--- src/rtl/cla_seq_pkg.sv ---
// Shared types and sizing for the slice-sequenced 64-bit adder.
// Also holds the lookahead carry helper used by the 16-bit slice.
package cla_seq_pkg;

    localparam int SLICE_W  = 16;
    localparam int N_SLICES = 4;
    localparam int W        = SLICE_W * N_SLICES;

    typedef enum logic [1:0] {
        IDLE,
        RUN,
        DONE
    } state_t;

    // Carry into position n of a 4-wide generate/propagate group.
    function automatic logic la4(
        input logic [3:0] g,
        input logic [3:0] p,
        input logic       c0,
        input int         n
    );
        logic c;
        c = c0;
        for (int t = 0; t < 4; t++) begin
            if (t < n) c = g[t] | (p[t] & c);
        end
        return c;
    endfunction

endpackage

--- src/rtl/cla16_slice.sv ---
// Combinational 16-bit carry-lookahead slice built from four
// 4-bit lookahead groups with a second-level group lookahead.
module cla16_slice
    import cla_seq_pkg::*;
(
    input  logic [SLICE_W-1:0] x,
    input  logic [SLICE_W-1:0] y,
    input  logic               cin,
    output logic [SLICE_W-1:0] s,
    output logic               cout
);

    localparam int NG = SLICE_W / 4;

    logic [SLICE_W-1:0] g;
    logic [SLICE_W-1:0] p;
    logic [NG-1:0]      gg;
    logic [NG-1:0]      gp;
    logic [NG-1:0]      gc;

    assign g = x & y;
    assign p = x ^ y;

    always_comb begin
        gg = '0;
        gp = '0;
        for (int j = 0; j < NG; j++) begin
            gg[j] = la4(g[4*j +: 4], p[4*j +: 4], 1'b0, 4);
            gp[j] = &p[4*j +: 4];
        end
    end

    always_comb begin
        gc = '0;
        for (int j = 0; j < NG; j++) begin
            gc[j] = la4(gg, gp, cin, j);
        end
    end

    always_comb begin
        s = '0;
        for (int j = 0; j < NG; j++) begin
            for (int l = 0; l < 4; l++) begin
                s[4*j+l] = p[4*j+l] ^ la4(g[4*j +: 4], p[4*j +: 4], gc[j], l);
            end
        end
    end

    assign cout = la4(gg, gp, cin, NG);

endmodule

--- src/rtl/cla64_seq_adder.sv ---
// 64-bit add/sub that reuses one 16-bit CLA slice over four cycles,
// low slice first, with the inter-slice carry kept in carry_r.
module cla64_seq_adder
    import cla_seq_pkg::*;
(
    input  logic         clk,
    input  logic         rst,
    input  logic         in_valid,
    output logic         in_ready,
    input  logic [W-1:0] a,
    input  logic [W-1:0] b,
    input  logic         sub,
    input  logic         cin,
    output logic         out_valid,
    input  logic         out_ready,
    output logic [W-1:0] sum,
    output logic         cout,
    output logic         ovf
);

    localparam int KW = $clog2(N_SLICES);

    state_t             state;
    logic [W-1:0]       a_r;
    logic [W-1:0]       b_r;
    logic [W-1:0]       sum_r;
    logic               carry_r;
    logic               cout_r;
    logic               ovf_r;
    logic               in_ready_r;
    logic               out_valid_r;
    logic [KW-1:0]      k;
    logic [SLICE_W-1:0] sx;
    logic [SLICE_W-1:0] sy;
    logic [SLICE_W-1:0] ss;
    logic               sc;

    assign sx = a_r[k*SLICE_W +: SLICE_W];
    assign sy = b_r[k*SLICE_W +: SLICE_W];

    cla16_slice u_slice (
        .x    (sx),
        .y    (sy),
        .cin  (carry_r),
        .s    (ss),
        .cout (sc)
    );

    always_ff @(posedge clk or posedge rst) begin
        if (rst) begin
            state       <= IDLE;
            a_r         <= '0;
            b_r         <= '0;
            sum_r       <= '0;
            carry_r     <= 1'b0;
            cout_r      <= 1'b0;
            ovf_r       <= 1'b0;
            k           <= '0;
            in_ready_r  <= 1'b1;
            out_valid_r <= 1'b0;
        end else begin
            unique case (state)
                IDLE: begin
                    if (in_valid) begin
                        a_r        <= a;
                        b_r        <= b ^ {W{sub}};
                        carry_r    <= sub | cin;
                        k          <= '0;
                        in_ready_r <= 1'b0;
                        state      <= RUN;
                    end
                end
                RUN: begin
                    sum_r[k*SLICE_W +: SLICE_W] <= ss;
                    carry_r <= sc;
                    k       <= k + KW'(1);
                    // Last slice: its sign bit decides overflow.
                    if (k == KW'(N_SLICES - 1)) begin
                        cout_r      <= sc;
                        ovf_r       <= (a_r[W-1] == b_r[W-1]) &&
                                       (ss[SLICE_W-1] != a_r[W-1]);
                        out_valid_r <= 1'b1;
                        state       <= DONE;
                    end
                end
                DONE: begin
                    if (out_ready) begin
                        out_valid_r <= 1'b0;
                        in_ready_r  <= 1'b1;
                        state       <= IDLE;
                    end
                end
                default: begin
                    state <= IDLE;
                end
            endcase
        end
    end

    assign in_ready  = in_ready_r;
    assign out_valid = out_valid_r;
    assign sum       = sum_r;
    assign cout      = cout_r;
    assign ovf       = ovf_r;

endmodule

--- config.mk ---
export PLATFORM = sky130hd
export DESIGN_NAME = cla64_seq_adder
export DESIGN_NICKNAME = d
export VERILOG_FILES = /design/src/rtl/cla_seq_pkg.sv /design/src/rtl/cla16_slice.sv /design/src/rtl/cla64_seq_adder.sv
export SDC_FILE = /design/constraint.sdc
export NUM_CORES = 1
export LEC_CHECK = 0
export CAP_MARGIN = 20
export CORE_MARGIN = 2
export CORE_UTILIZATION = 30
export CTS_BUF_LIST = sky130_fd_sc_hd__clkbuf_2
export CTS_CLUSTER_DIAMETER = 150
export DETAILED_ROUTE_END_ITERATION = 10
export PLACE_DENSITY = 0.63
export SLEW_MARGIN = 25
export SYNTH_ARGS = -nofsm -noshare
export SYNTH_HDL_FRONTEND = slang
export SYNTH_SLANG_ARGS = --single-unit
--- constraint.sdc ---
create_clock -name clk -period 9.1 [get_ports clk]
set_input_delay 0.91 -clock clk [delete_from_list [all_inputs] [get_ports clk]]
set_output_delay 0.91 -clock clk [all_outputs]
set_load 0.01 [all_outputs]
==> qor.yml <==
power_and_ir_drop:
  peakVddDrop_v: 0.000207
  p_total_w: 0.00473
  powerDensity_nw_per_um2: 387
  power.leakage_nw: 5.42
worst_hold_path:
  whs_path_depth: 2
  hp-start: "a_r[47]"
  hp-class: "reg2reg"
layout:
  final_util_pct: 39.1
  nets: 1311
  syn2layout_area_growth_pct: 29.0
  multi_input_area_um2: 4100
  fillCellCount: 3084
  regArea_um2: 5030
  final_common_cell: "nand2_1"
  drive_gt1_share_pct: 11.7
  final_cell_mix: "nand2_1 (263), clkdlybuf4s50_1 (200), dfrtp_1 (198), a21oi_1 (75), clkbuf_2 (75)"
yosys:
  synth_area_leaders: "dfrtp_1 (53%), nand2_1 (10%), mux4_2 (7.6%)"
  syn-num-nets: 1104
  synth_top_area_share_pct: 52.8
  synth_area_um2: 9480
  synthAdderAreaFrac_pct: 5.44
  ys_ff_latch: 201
  synth_area_per_cell_um2: 10.1
  synthSimpleGateAreaFrac_pct: 14.7
  yosysWarnings: 0
  synthCells: 936
  synth_compound_area_share_pct: 8.85
  synth_top_family_by_area: "simple AND/OR/NAND/NOR gates"
  synth-seq-area-share_pct: 53.1
  yosysUniqueCellTypes: 39
  post-synth-top-area-cell: "dfrtp_1"
  synthMuxAreaShare_pct: 7.92
  synth_xor_area_share_pct: 6.28
critical_path:
  ff2ff_path_depth: 14
  cp_slowest_cell: "dfrtp_2"
  max_stage_delay_ps: 640
  critPathLaunch: "k[0]"
  crit_buf_inv: 1
  cp.depth: 14
  reg2reg_from: "k[0]"
  path_cells: "buf_4 -> mux4_2 -> ha_1 -> o211ai_1 -> o21ai_0 -> nor2b_1 -> a21boi_0 -> fa_1 -> fa_1 -> fa_1 -> xor2_1 -> and3_1 -> nor2_1 -> o21ai_0"
  path_delay_family: "adder cells"
  worstPathArrival_ps: 5700
  end_kind: "flop"
  worstSetupStartpointType: "flop"
  required_ps: 9800
  timing_worst_setup_path_type: "reg2reg"
  critPathMostFrequentCell: "fa_1"
  crit_fanout: 25
drt:
  wl_um: 27200
  dr.pass1.iters: 5
  route.detailed.drc: 0
  drtAntennaViolNets: 0
  vias: 7361
  vias_per_cell: 4.67
  post_drt_wl_per_cell_um: 17.2
  first_iter_violations: 339
floorplan:
  die_h_um: 182
  io_pins: 202
  rows: 65
  initial_utilization_pct: 30.3
  dieArea_um2: 33000
  die_w_um: 182
  core-area_um2: 31300
cts:
  clock-sinks: 201
  root_buffer: "clkbuf_2"
  cts_setup_buffers: 0
  cts_tree: "done"
  ctsResizeCount: 0
  cts_buffers: 53
  clock_path_buffers: 3
  clk_pin_slew_ps: 100
  htreeDepth: 2
  insertion_delay_ps: 810
  ctsHoldBuffers: 0
sta:
  tightest_slew_ps: 1000
  whs_ps: 479
  max_freq_mhz: 200
  rsz0062_at_grt: "no"
  final-setup-viol-count: 0
  final_max_slew_viol_count: 0
  min_period_ps: 5000
  setup_ws_ps: 4100
  relSlewSlack_pct: 33.2
  hold_violations: 0
  tns_ps: 0
  fin_crit_sh_pct: 55.0
  skew_ps: 43.5
grt:
  grt_pass1_wl_um: 41900
  grtUsageTotal_pct: 16.5
  grt_antenna_before_repair: 1
  grt_pass1_vias: 7518
  grt_max_degree: 131
  grt_overflow: 0
outcome:
  status: "complete, no violations"
placed_design:
  dp.final_hpwl_um: 20000
  port_buffers: 201
  pre_cts_ws_ps: 4130
  gp_congestion: 0.826
flow_run:
  max_cap_violations: 0
==> worst paths after layout <==
check,slack (ps),end
worst max-delay path,4100,ovf
worst min-delay path,480,a_r[47]
worst max register to register,4100,ovf
worst min register to register,480,a_r[47]
max in group asynchronous,6970,b_r[44]
min in group asynchronous,680,a_r[2]
==> metrics by stage <==
stage          cells  area, um2
3_3_place_gp    1490      11800
6_report        1575      12200
2_1_floorplan    936       9480
4_1_cts         1574      12200
5_1_grt         1575      12200
3_5_place_dp    1490      11800
==> area by class of cell <==
cell class	count	area share, %
Inverter	34	1.10
Sequential cell	201	41.2
Clock inverter	9	0.307
Multi-Input combinational cell	648	33.5
Antenna cell	1	0.0205
Tap cell	402	4.11
Clock buffer	75	3.07
Timing Repair Buffer	205	16.7
==> state kept, by name (all words and copies together) (netlist names) <==
register and cells:
a_r 64, b_r 64, carry_r 1, cout 1
in_ready 1, k 2, out_valid 1, ovf 1
state 2, sum 64
==> power breakdown <==
| group | switching [W] | internal, W |
|---|---|---|
| clock | 0.000366 | 0.000217 |
| sequential | 0.000304 | 0.00128 |
| combinational | 0.00150 | 0.00107 |
| total | 0.00217 | 0.00257 |
==> logic make-up after synthesis <==
family,count (synthesis)
flip-flops,201
AO/OA/AOI/OAI,156
buffers and inverters,87
adder cells (fa/ha/maj),34
multiplexers,35
AND/OR/NAND/NOR,355
XOR/XNOR,68
==> per-layer routing <==
layer	wire, um	GRT usage [%]
met4	743	5.85
met2	13200	28.0
met1	11500	20.7
met3	1750	3.93
met5	0	0
==> synthesized netlist by cell type (all sizes together) <==
master,count
nand3,4
nand2,266
a211oi,3
nor3b,1
a21boi,1
nand2b,3
nor3,1
fa,12
mux2i,3
nand4b,1
o21ai,73
a31oi,1
xor2,4
and2b,1
xnor2,64
ha,22
or3,2
or4,1
nor2b,1
nor2,69
and3,1
o211ai,1
dfrtp,200
inv,34
clkbuf,30
mux4,32
nand4,2
o221ai,1
dfstp,1
or2,1
and4,1
a221oi,1
a21oi,75
buf,23
==> worst reg2reg max path: cells and delay by family, from the launching register on <==
kind | cells | cell delay, ps
muxes | 1 | 590
DFF | 1 | 640
xor gates and xnor gates | 1 | 370
buffers and inverters | 1 | 510
and+or+nand+nor | 3 | 500
adders and majority gates | 4 | 1550
AOI/OAI and AO/OA | 4 | 770
Note: power is estimated with default switching activity, not from simulation.
